==> src/rtl/pll_mdrp_ctrl.sv <==
// -----------------------------------------------------------------------------
// pll_mdrp_ctrl
//
// Initiator for the PLL dynamic-reconfiguration (MDRP) port. It runs one read
// or write burst per request. Write bursts end with a PLL reset pulse followed
// by a wait for lock, which is bounded by a timeout.
//
// Ports
//   clk        in   block clock; the same net drives the PLL mdclk
//   reset_n    in   asynchronous active-low reset
//   req        in   start request, sampled only in IDLE
//   wr         in   1 = write burst, 0 = read burst (latched with req)
//   addr[7:0]  in   start register address (latched with req)
//   len[3:0]   in   burst length minus one (latched with req)
//   wdata[7:0] in   write byte, valid in every write XFER cycle
//   wdata_rd   out  wdata consumed this cycle; the source advances
//   rdata[7:0] out  read byte
//   rdata_vld  out  rdata valid this cycle
//   busy       out  high while not in IDLE
//   done       out  one-cycle pulse at burst completion
//   timeout    out  sticky: lock not regained; cleared by next accepted req
//   pll_reset  out  active-high PLL reset
//   lock       in   PLL lock (asynchronous, synchronized internally)
//   mdopc[1:0] out  MDRP opcode: 00 NOP, 01 WRITE, 10 READ, 11 ADDR-load
//   mdainc     out  PLL address pointer post-increment
//   mdwdi[7:0] out  write data or address
//   mdrdo[7:0] in   read data, valid the cycle after a READ opcode
//   dbg_state  out  current FSM state, for debug and checkers
//
// Handshake: req is a level sampled only while IDLE and is not queued. There is
// no back-pressure on the write stream: wdata must hold the current byte in
// every write XFER cycle, and wdata_rd=1 marks the cycle in which that byte is
// taken, so the source moves to the next byte on that clock edge.
// -----------------------------------------------------------------------------
module pll_mdrp_ctrl #(
  parameter int RST_CYCLES   = 16,
  parameter int LOCK_TIMEOUT = 65535
) (
  input  logic       clk,
  input  logic       reset_n,
  input  logic       req,
  input  logic       wr,
  input  logic [7:0] addr,
  input  logic [3:0] len,
  input  logic [7:0] wdata,
  output logic       wdata_rd,
  output logic [7:0] rdata,
  output logic       rdata_vld,
  output logic       busy,
  output logic       done,
  output logic       timeout,
  output logic       pll_reset,
  input  logic       lock,
  output logic [1:0] mdopc,
  output logic       mdainc,
  output logic [7:0] mdwdi,
  input  logic [7:0] mdrdo,
  output logic [2:0] dbg_state
);

  localparam logic [15:0] RST_LAST  = 16'(RST_CYCLES - 1);
  localparam logic [15:0] LOCK_LAST = 16'(LOCK_TIMEOUT - 1);

  localparam logic [1:0] OPC_NOP   = 2'b00;
  localparam logic [1:0] OPC_WRITE = 2'b01;
  localparam logic [1:0] OPC_READ  = 2'b10;
  localparam logic [1:0] OPC_ADDR  = 2'b11;

  typedef enum logic [2:0] {
    S_IDLE,
    S_ADDR,
    S_XFER,
    S_DRAIN,
    S_RST,
    S_WAIT_LOCK,
    S_DONE
  } state_t;

  state_t      state_q, state_d;
  logic        wr_q, wr_d;
  logic [7:0]  addr_q, addr_d;
  logic [3:0]  cnt_q, cnt_d;
  logic [15:0] tmr_q, tmr_d;
  logic        tmo_q, tmo_d;
  logic        lock_s1_q, lock_s2_q;
  logic        rv1_q, rv2_q;
  logic [7:0]  rdata_q;

  // Next-state and output decode.
  always_comb begin
    state_d   = state_q;
    wr_d      = wr_q;
    addr_d    = addr_q;
    cnt_d     = cnt_q;
    tmo_d     = tmo_q;
    mdopc     = OPC_NOP;
    mdainc    = 1'b0;
    mdwdi     = 8'h00;
    wdata_rd  = 1'b0;
    pll_reset = 1'b0;
    done      = 1'b0;

    case (state_q)
      S_IDLE: begin
        if (req) begin
          wr_d    = wr;
          addr_d  = addr;
          cnt_d   = len;
          tmo_d   = 1'b0;
          state_d = S_ADDR;
        end
      end
      S_ADDR: begin
        mdopc   = OPC_ADDR;
        mdwdi   = addr_q;
        state_d = S_XFER;
      end
      S_XFER: begin
        // The pointer is incremented after every byte except the last one.
        mdainc = (cnt_q != 4'd0);
        if (wr_q) begin
          mdopc    = OPC_WRITE;
          mdwdi    = wdata;
          wdata_rd = 1'b1;
        end else begin
          mdopc = OPC_READ;
        end
        if (cnt_q == 4'd0) begin
          state_d = wr_q ? S_RST : S_DRAIN;
        end else begin
          cnt_d = cnt_q - 4'd1;
        end
      end
      S_DRAIN: begin
        // Leave once the last READ has moved through both pipeline stages.
        if (!rv1_q && !rv2_q) begin
          state_d = S_DONE;
        end
      end
      S_RST: begin
        pll_reset = 1'b1;
        if (tmr_q == RST_LAST) begin
          state_d = S_WAIT_LOCK;
        end
      end
      S_WAIT_LOCK: begin
        // Lock takes priority over the timeout in the final cycle.
        if (lock_s2_q) begin
          state_d = S_DONE;
        end else if (tmr_q == LOCK_LAST) begin
          tmo_d   = 1'b1;
          state_d = S_DONE;
        end
      end
      S_DONE: begin
        done    = 1'b1;
        state_d = S_IDLE;
      end
      default: begin
        state_d = S_IDLE;
      end
    endcase

    // A single timer serves both RST and WAIT_LOCK. It restarts from zero on
    // every state change, so each timed state counts from its own entry cycle.
    if ((state_d != state_q) || (state_q == S_IDLE)) begin
      tmr_d = 16'd0;
    end else begin
      tmr_d = tmr_q + 16'd1;
    end
  end

  always_ff @(posedge clk or negedge reset_n) begin
    if (!reset_n) begin
      state_q   <= S_IDLE;
      wr_q      <= 1'b0;
      addr_q    <= 8'h00;
      cnt_q     <= 4'd0;
      tmr_q     <= 16'd0;
      tmo_q     <= 1'b0;
      lock_s1_q <= 1'b0;
      lock_s2_q <= 1'b0;
      rv1_q     <= 1'b0;
      rv2_q     <= 1'b0;
      rdata_q   <= 8'h00;
    end else begin
      state_q   <= state_d;
      wr_q      <= wr_d;
      addr_q    <= addr_d;
      cnt_q     <= cnt_d;
      tmr_q     <= tmr_d;
      tmo_q     <= tmo_d;
      lock_s1_q <= lock;
      lock_s2_q <= lock_s1_q;
      // Stage 1 marks "a READ was issued last cycle", so mdrdo is valid now.
      // Stage 2 marks "rdata holds that byte".
      rv1_q     <= (state_q == S_XFER) && !wr_q;
      rv2_q     <= rv1_q;
      if (rv1_q) begin
        rdata_q <= mdrdo;
      end
    end
  end

  assign busy      = (state_q != S_IDLE);
  assign timeout   = tmo_q;
  assign rdata     = rdata_q;
  assign rdata_vld = rv2_q;
  assign dbg_state = state_q;

endmodule
==> config.mk <==
export PLATFORM = sky130hd
export DESIGN_NAME = pll_mdrp_ctrl
export DESIGN_NICKNAME = d
export VERILOG_FILES = /design/src/rtl/pll_mdrp_ctrl.sv
export SDC_FILE = /design/constraint.sdc
export NUM_CORES = 1
export LEC_CHECK = 0
export BUFFER_PORTS_ARGS = -buffer_cell sky130_fd_sc_hd__buf_4
export CORE_MARGIN = 8
export CORE_UTILIZATION = 40
export CTS_BUF_LIST = sky130_fd_sc_hd__clkbuf_4
export CTS_CLUSTER_SIZE = 10
export DETAILED_ROUTE_END_ITERATION = 7
export GPL_TIMING_DRIVEN = 0
export PLACE_DENSITY_LB_ADDON = 0.15
export SYNTH_ARGS = -nofsm -noshare
export SYNTH_HDL_FRONTEND = slang
export SYNTH_SLANG_ARGS = --single-unit
==> constraint.sdc <==
create_clock -name clk -period 1.7 [get_ports clk]
set_input_delay 0.17 -clock clk [delete_from_list [all_inputs] [get_ports clk]]
set_output_delay 0.17 -clock clk [all_outputs]
set_load 0.1 [all_outputs]
# Yosys cells after proc, flatten, opt, wreduce, memory -nomap -nowiden
# Index checks and enable logic that the tools add are counted.
totals:
  out_inout_bits: 28
  ff_bits: 45
  elab_cells: 66
  input_bits: 33
op_classes:
  addsub: 2
  n_eq_ne: 13
  mux: 25
  reduce_logical: 15
ops:
  columns: ["operator", "count"]
  rows:
  - ["two-way mux 3 bit", 7]
  - ["case mux 3 bit (6 select lines)", 1]
  - ["adder 16 x 1 -> 16 bit (second input constant)", 1]
  - ["== test 16 bit (second input constant)", 1]
  - ["== test 16 x 4 -> 1 bit (second input constant)", 1]
  - ["two-way mux 16 bit", 1]
  - ["case mux 8 bit (2 select lines)", 1]
  - ["== test 3 bit (second input constant)", 3]
  - ["two-way mux 1 bit", 8]
  - ["two-way mux 4 bit", 2]
  - ["two-way mux 8 bit", 1]
  - ["!= test 2 bit (second input constant)", 4]
  - ["case mux 4 bit (2 select lines)", 1]
  - ["== test 3 x 2 -> 1 bit (second input constant)", 2]
  - ["logical NOT 4 bit", 1]
  - ["case mux 2 bit (2 select lines)", 1]
  - ["AND reduction 4 bit", 1]
  - ["nonzero test 2 bit", 2]
  - ["nonzero test 4 bit", 1]
  - ["subtractor 4 x 1 -> 4 bit (second input constant)", 1]
  - ["== test 3 x 1 -> 1 bit (second input constant)", 1]
  - ["logical NOT 1 bit", 3]
  - ["logical NOT 3 bit", 1]
  - ["!= test 3 bit", 1]
  - ["other kinds (7)", 8]

# Logic depth before layout (Yosys ltp)
# Gate-level depths: netlist (run 1).
logic_depth:
  depth_word: 7
  ltp_mapped: 7
  ltp_nobuf: 6

# Worst setup path before layout (run 1)
# No wires, ideal clock.
synth_path:
  path_type: "reg-to-output"
  from: "reg state_q[1], in the netlist dbg_state[1]"
  to: "out mdwdi[0]"
  required_ns: 1.530
  path_stages_with_launch: 5
  path_slack_ns: -2.452
  n_path_buf: 1
  t_arrival_ns: 3.982
  path_cell_list: "dfrtp_1 > or3b_1 > clkbuf_1 > nor2_1 > a22o_1"
synth_between:
  elab_chain_cells: 2
  word_cells_on_any_way: 3
  cone_classes: "eq/ne (2); mux (1)"
synth_rtl:
  columns: ["element", "line_no", "source"]
  rows:
  - ["from (decl)", "79", "state_t state_q, state_d;"]
  - ["from (signal assigned)", "187", "state_q <= state_d;"]
  - ["== test 3 x 2 -> 1 bit or == test 3 x 1 -> 1 bit (tied branches)", "103", "case (state_q)"]
  - ["case mux 8 bit (2 select lines) (*)", "103", null]
  - ["to (decl)", "56", "output logic [7:0] mdwdi,"]
# Mark *: on every way between the ends. The rest lies on a longest branch, timed or not.

# Worst setup path in the final report (run 1)
layout_path:
  from: "reg state_q[0], in the netlist dbg_state[0]"
  to: "out mdwdi[5]"
# The elaborated chain is that of the path after synthesis.

==> results of run 1 <==
==> layout make-up <==
class	instances	area, um^2	area share (%)
tap	72	90.1	2.27
clock buffer	5	37.5	0.947
inverter	8	33.8	0.852
sequential	45	1140	28.7
clock inverter	3	68.8	1.74
timing repair buffer	109	1150	29.1
buffer	7	87.6	2.21
multi-input combinational	162	1350	34.1
==> state kept, by name, summed over array words and instances (netlist names) <==
signal,flops
rdata,8
wr_q,1
addr_q,8
timeout,1
tmr_q,16
dbg_state,3
lock_s2_q,1
rv1_q,1
lock_s1_q,1
cnt_q,4
rdata_vld,1
==> routing by layer <==
layer | GRT usage (%) | share of wire, %
met5 | 0 | 0
met4 | 4.09 | 1.0
met3 | 4.12 | 5.2
met2 | 27.8 | 52
met1 | 20.0 | 42
==> cell usage after synthesis (5+ instances only) <==
cell type	n
clkbuf_1	7
nor4_1	6
nand4_1	5
xor2_1	6
nor3_1	16
a22o_1	8
inv_1	8
mux2_2	8
dfrtp_1	45
nor2_1	9
a21oi_1	6
o21ai_0	9
nand2_1	33
xnor2_1	8
==> critical path: stages, from the launching register on <==
cell and delay (ns):
dfrtp_4 0.52, or3b_4 0.43, nor2_4 0.20, clkbuf_16 0.18, a22o_4 0.13, buf_12 0.17
==> timing repair <==
| item | 4_1_cts | 5_1_grt |
|---|---|---|
| setup buffers | 21 | 12 |
| gates resized for setup | 76 | 19 |
| hold buffers | 11 | 2 |
| setup endpoints to repair | 47 | 46 |
| pin swaps | 6 | 12 |
| gates cloned | 1 | 3 |
| endpoints found under the hold margin | 55 | 2 |
==> worst max path at each step <==
| stage | slack [ns] | endpoint | from | cells after the start |
|---|---|---|---|---|
| finish | -0.47 | mdwdi[5] | dbg_state[0]$_DFF_PN0_ | 5 |
| global route | -0.51 | mdwdi[5] | dbg_state[0]$_DFF_PN0_ | 5 |
| CTS | -0.42 | mdwdi[1] | dbg_state[2]$_DFF_PN0_ | 6 |
| detailed placement | -0.55 | tmr_q[7]$_DFF_PN0_ | tmr_q[4]$_DFF_PN0_ | 5 |
| global placement | -0.53 | tmr_q[11]$_DFF_PN0_ | tmr_q[4]$_DFF_PN0_ | 5 |
| floorplan | -0.76 | mdopc[0] | dbg_state[2]$_DFF_PN0_ | 4 |
==> power by group through the flow <==
stage	Combinational [W]	Clock [W]	Sequential (W)
2_1_floorplan	0.00241	0	0.00263
3_3_place_gp	0.00415	0	0.00170
3_5_place_dp	0.00420	0	0.00171
4_1_cts	0.00530	0.000860	0.00169
5_1_grt	0.00588	0.000898	0.00174
6_report	0.00565	0.000851	0.00170
==> cell families (layout without fill, tap and decap cells) <==
group / count (synthesis) / count (layout) / share of synthesized area, %
and+or+nand+nor: 100 / 100 / 24.0
DFF: 45 / 45 / 50.1
AOI/OAI and AO/OA: 36 / 36 / 11.2
buffers and inverters: 17 / 132 / 3.23
xor gates and xnor gates: 14 / 14 / 5.45
muxes: 9 / 9 / 4.45
adders and majority gates: 3 / 3 / 1.67
==> per-stage QoR <==
step | instance area, um^2 | util, % | power, W | hold slack, ns
2_1_floorplan | 2460 | - | 0.00505 | -0.126
3_3_place_gp | 3000 | 54.9 | 0.00585 | 0.211
3_5_place_dp | 3000 | 54.9 | 0.00591 | 0.213
4_1_cts | 3780 | 69.0 | 0.00784 | 0.0125
5_1_grt | 3970 | 72.5 | 0.00852 | 0.00210
6_report | 3970 | 72.5 | 0.00819 | 0.0213
==> results.sh, run 1 <==
export IMPL_status="complete, but fails checks"
export IMPL_violations="negative setup slack"
export IMPL_drt_wl_total_mm=7.38
export IMPL_worstSetupPathType="flop to output pin"
export IMPL_dieArea_mm2=0.00828
export IMPL_cp_end_kind="output pin"
export IMPL_dpl_cell_count=356
export IMPL_r2r_worst_path_cells=7
export IMPL_yosysUniqueCellTypes=44
export IMPL_cts_tree="done"
export IMPL_cp_max_fo=5
export IMPL_final_common_cell="buf_4"
export IMPL_r2r_end="tmr_q[13]$_DFF_PN0_"
export IMPL_finalCritPeriodShare_pct=128
export IMPL_layout_setup_ws_ns=-0.475
export IMPL_worstSkewPairLatency_ns=0.37
export IMPL_cts_root_buf="clkbuf_4"
export IMPL_seqPwrFrac_pct=20.7
export IMPL_fin_cells=411
export IMPL_areaGrowthSynthToFinish_pct=76.3
export IMPL_ant_nets=0
export IMPL_p_leak_nw=1.78
export IMPL_synth_seq_cells=45
export IMPL_p_clk_share_pct=10.4
export IMPL_slew_headroom_pct=60.4
export IMPL_syn_area_per_cell_um2=10.0
export IMPL_p_sw_share_pct=50.6
export IMPL_num_rows=27
export IMPL_gp_congestion=0.796
export IMPL_p_int_w=0.00405
export IMPL_cts_inserted_buffers=5
export IMPL_synth_edff_count=0
export IMPL_holdPathStages=2
export IMPL_cp_arrival_ns=2.00
export IMPL_skew_ns=0.0124
export IMPL_grtUsageTotal_pct=16.3
export IMPL_drive_gt1_share_pct=51.6
export IMPL_grt_ovfl_total=0
export IMPL_first_pass_iters=4
export IMPL_grt_pass1_vias=2186
export IMPL_grt_max_degree=46
export IMPL_layout_common_cells="buf_4, dfrtp_1, nand2_1"
export IMPL_timing_setup_tns_ns=-13.95
export IMPL_async_flop_share_pct=100
export IMPL_syn_area_mm2=0.00225
export IMPL_ys_warn_count=0
export IMPL_fill_cells=368
export IMPL_rsz0062_at_grt="true"
export IMPL_switchingPower_w=0.00415
export IMPL_p_comb_share_pct=68.9
export IMPL_hold_viol=0
export IMPL_die_h_um=91.0
export IMPL_diodes=0
export IMPL_min_from="mdrdo[5]"
export IMPL_min_period_ns=2.17
export IMPL_ys_flop_type="dfrtp_1"
export IMPL_syn_nets=260
export IMPL_ir_drop_uv=1590
export IMPL_maxSlewViolCount=0
export IMPL_synth_area_leaders="dfrtp_1, nand2_1, mux2_2, nor3_1, a22o_1"
export IMPL_powerDensity_mw_per_mm2=2070
export IMPL_ios=61
export IMPL_synth_largest_area_cell="dfrtp_1"
export IMPL_coreArea_mm2=0.00547
export IMPL_hold_path_end="rdata[5]$_DFFE_PN0P_"
export IMPL_clockBufferDepth=2
export IMPL_synth_top_area_share_pct=50.1
export IMPL_portBuffers=60
export IMPL_place_ws_ns=-0.548
export IMPL_fmax_mhz=460
export IMPL_die_w_um=91.0
export IMPL_setup_viol=45
export IMPL_drv_cap=0
export IMPL_clkTransAtPathRegs_ns=0.15
export IMPL_antenna_found_initial=0
export IMPL_critPathRequiredTime_ns=1.53
export IMPL_reg2reg_slack_ns=-0.43
export IMPL_ys_seq_area_share_pct=50.1
export IMPL_worstReg2RegStart="dbg_state[0]$_DFF_PN0_"
export IMPL_syn_inst=224
export IMPL_dpl_hpwl_mm=4.15
export IMPL_cts_sinks=45
export IMPL_num_vias=2165
export IMPL_start_kind="flop"
export IMPL_drc_errors=0
export IMPL_worst_slew_pin_transition_ns=0.594
export IMPL_drt_initial_drc_count=119
export IMPL_grt_pass1_wl_mm=11.1
export IMPL_wl_per_cell_um=18.0
export IMPL_nets=374
export IMPL_initial_core_util_pct=41.1
export IMPL_htree_levels=2
export IMPL_avgViaCountPerCell=5.27
export IMPL_hold_path_class="input pin to flop"
No activity file was read; power rests on OpenSTA's default activity.
==> run 2: changes to the inputs <==
--- a/config.mk
+++ b/config.mk
@@ -12,6 +12,7 @@
 export CTS_CLUSTER_SIZE = 10
 export DETAILED_ROUTE_END_ITERATION = 7
 export GPL_TIMING_DRIVEN = 0
+export MAX_ROUTING_LAYER = met4
 export PLACE_DENSITY_LB_ADDON = 0.15
 export SYNTH_ARGS = -nofsm -noshare
 export SYNTH_HDL_FRONTEND = slang
==> run 2 against run 1 <==
  * The flow still finishes with violations (negative setup slack)
  * Wire length hardly changed
  * Critical endpoint unchanged
  * Non-clock buffer count did not move
  * Sequential share of layout area unchanged
==> results.sh, run 2 (synthesis results as in run 1) <==
export IMPL_p_int_w=0.00405
export IMPL_drive_gt1_share_pct=51.6
export IMPL_p_clk_share_pct=10.4
export IMPL_initial_core_util_pct=41.1
export IMPL_cts_root_buf="clkbuf_4"
export IMPL_crit_chain="or3b_4, nor2_4, clkbuf_16, a22o_4, buf_12"
export IMPL_die_w_um=91.0
export IMPL_grt_pass1_vias=2190
export IMPL_num_vias=2158
export IMPL_avgViaCountPerCell=5.25
export IMPL_grt_max_degree=46
export IMPL_num_rows=27
export IMPL_clockBufferDepth=2
export IMPL_grt_pass1_wl_mm=11.1
export IMPL_min_period_ns=2.17
export IMPL_clkTransAtPathRegs_ns=0.15
export IMPL_portBuffers=60
export IMPL_top_register="tmr_q"
export IMPL_drc_errors=0
export IMPL_first_pass_iters=4
export IMPL_switchingPower_w=0.00415
export IMPL_hold_viol=0
export IMPL_critPathRequiredTime_ns=1.53
export IMPL_hold_path_class="input pin to flop"
export IMPL_cts_sinks=45
export IMPL_htree_levels=2
export IMPL_die_h_um=91.0
export IMPL_final_common_cell="buf_4"
export IMPL_crit_path_max_incr_delay_ns=0.52
export IMPL_drt_initial_drc_count=98
export IMPL_start_kind="flop"
export IMPL_drt_wl_total_mm=7.38
export IMPL_fmax_mhz=460
export IMPL_ios=61
export IMPL_antenna_found_initial=0
export IMPL_p_sw_share_pct=50.6
export IMPL_rsz0062_at_grt="true"
export IMPL_worstSkewPairLatency_ns=0.37
export IMPL_drv_cap=0
export IMPL_ant_nets=0
export IMPL_layout_common_cells="buf_4, dfrtp_1, nand2_1"
export IMPL_areaGrowthSynthToFinish_pct=76.3
export IMPL_cp_arrival_ns=2.00
export IMPL_largest_reg_flops=16
export IMPL_maxSlewViolCount=0
export IMPL_finalCritPeriodShare_pct=128
export IMPL_setup_viol=45
export IMPL_violations="negative setup slack"
export IMPL_diodes=0
export IMPL_dieArea_mm2=0.00828
export IMPL_worst_slew_pin_transition_ns=0.594
export IMPL_cp_buffers_inverters=2
export IMPL_fill_cells=368
export IMPL_grtUsageTotal_pct=16.8
export IMPL_nets=374
export IMPL_ir_drop_uv=1590
export IMPL_cp_slowest_cell="dfrtp_4"
export IMPL_grt_ovfl_total=0
export IMPL_cp_max_fo=5
export IMPL_slew_headroom_pct=60.4
export IMPL_reg2reg_slack_ns=-0.44
export IMPL_cp_end_kind="output pin"
export IMPL_place_ws_ns=-0.548
export IMPL_cts_inserted_buffers=5
export IMPL_wl_per_cell_um=17.9
export IMPL_p_leak_nw=1.78
export IMPL_crit_family="simple AND/OR/NAND/NOR gates"
export IMPL_cts_tree="done"
export IMPL_gp_congestion=0.807
export IMPL_dpl_hpwl_mm=4.15
export IMPL_worstSetupPathType="flop to output pin"
export IMPL_p_comb_share_pct=68.9
export IMPL_seqPwrFrac_pct=20.7
export IMPL_power_w=0.00820
export IMPL_skew_ns=0.0148
export IMPL_status="complete, but fails checks"
export IMPL_coreArea_mm2=0.00547
export IMPL_powerDensity_mw_per_mm2=2070
export IMPL_layout_setup_ws_ns=-0.474
## run 2: repair_timing
| item | 4_1_cts | 5_1_grt |
|---|---|---|
| endpoints found under the setup margin | 47 | 46 |
| hold buffers | 11 | 2 |
| gates resized for setup | 76 | 19 |
| cloned | 1 | 3 |
| buffers inserted | 21 | 12 |
| pin swaps | 6 | 12 |
| hold endpoints to repair | 55 | 2 |
## run 2: layer usage
metal / vias up / routed length [um] / share of wire [%] / global-route usage (%)
li1: 1034 / - / - / -
met1: 1056 / 3110 / 42 / 20.0
met2: 61 / 3820 / 52 / 27.9
met3: 7 / 369 / 5.0 / 3.95
met4: 0 / 75 / 1.0 / 4.09
met5: - / 0 / 0 / -
## run 2: final timing paths
path	start	endpoint	cells after the start
max in group asynchronous	reset_n	dbg_state[2]$_DFF_PN0_	2
max	dbg_state[0]$_DFF_PN0_	mdwdi[5]	5
min	mdrdo[5]	rdata[5]$_DFFE_PN0P_	2
max reg2reg	dbg_state[0]$_DFF_PN0_	tmr_q[13]$_DFF_PN0_	7
min in group asynchronous	reset_n	cnt_q[1]$_DFFE_PN0P_	2
min reg2reg	lock_s1_q$_DFF_PN0_	lock_s2_q$_DFF_PN0_	0
## run 2: worst register-to-register path, delay by kind of cell, from the launching register on
family	cells	cell delay [ns]
compound gates	2	0.28
simple gates	2	0.79
buf+inv	3	0.43
flops	1	0.52
## run 2: area by class of cell
class / instances / area [um^2] / area share [%]
multi-input cells: 162 / 1350 / 34.1
clock inverters: 3 / 68.8 / 1.74
clock buffers: 5 / 37.5 / 0.947
inverters: 8 / 33.8 / 0.852
well taps: 72 / 90.1 / 2.27
plain buffers: 7 / 87.6 / 2.21
repair buffers: 109 / 1150 / 29.1
flip-flops and latches: 45 / 1140 / 28.7
## run 2: stage by stage
stage	instance area, um^2	std cells	util [%]	hold slack, ns	TNS, ns
floorplan	2460	224	-	-0.126	-16.37
global placement	3000	356	54.9	0.211	-12.76
detailed placement	3000	356	54.9	0.213	-13.13
CTS	3780	397	69.0	0.0125	-10.49
global route	3970	411	72.5	0.00210	-16.07
finish	3970	411	72.5	0.0203	-14.21
## run 2: power groups by stage
stage,Sequential [W],Combinational [W],Clock [W]
floorplan,0.00263,0.00241,0
global placement,0.00170,0.00415,0
detailed placement,0.00171,0.00420,0
CTS,0.00169,0.00530,0.000860
global route,0.00174,0.00588,0.000898
finish,0.00170,0.00565,0.000852
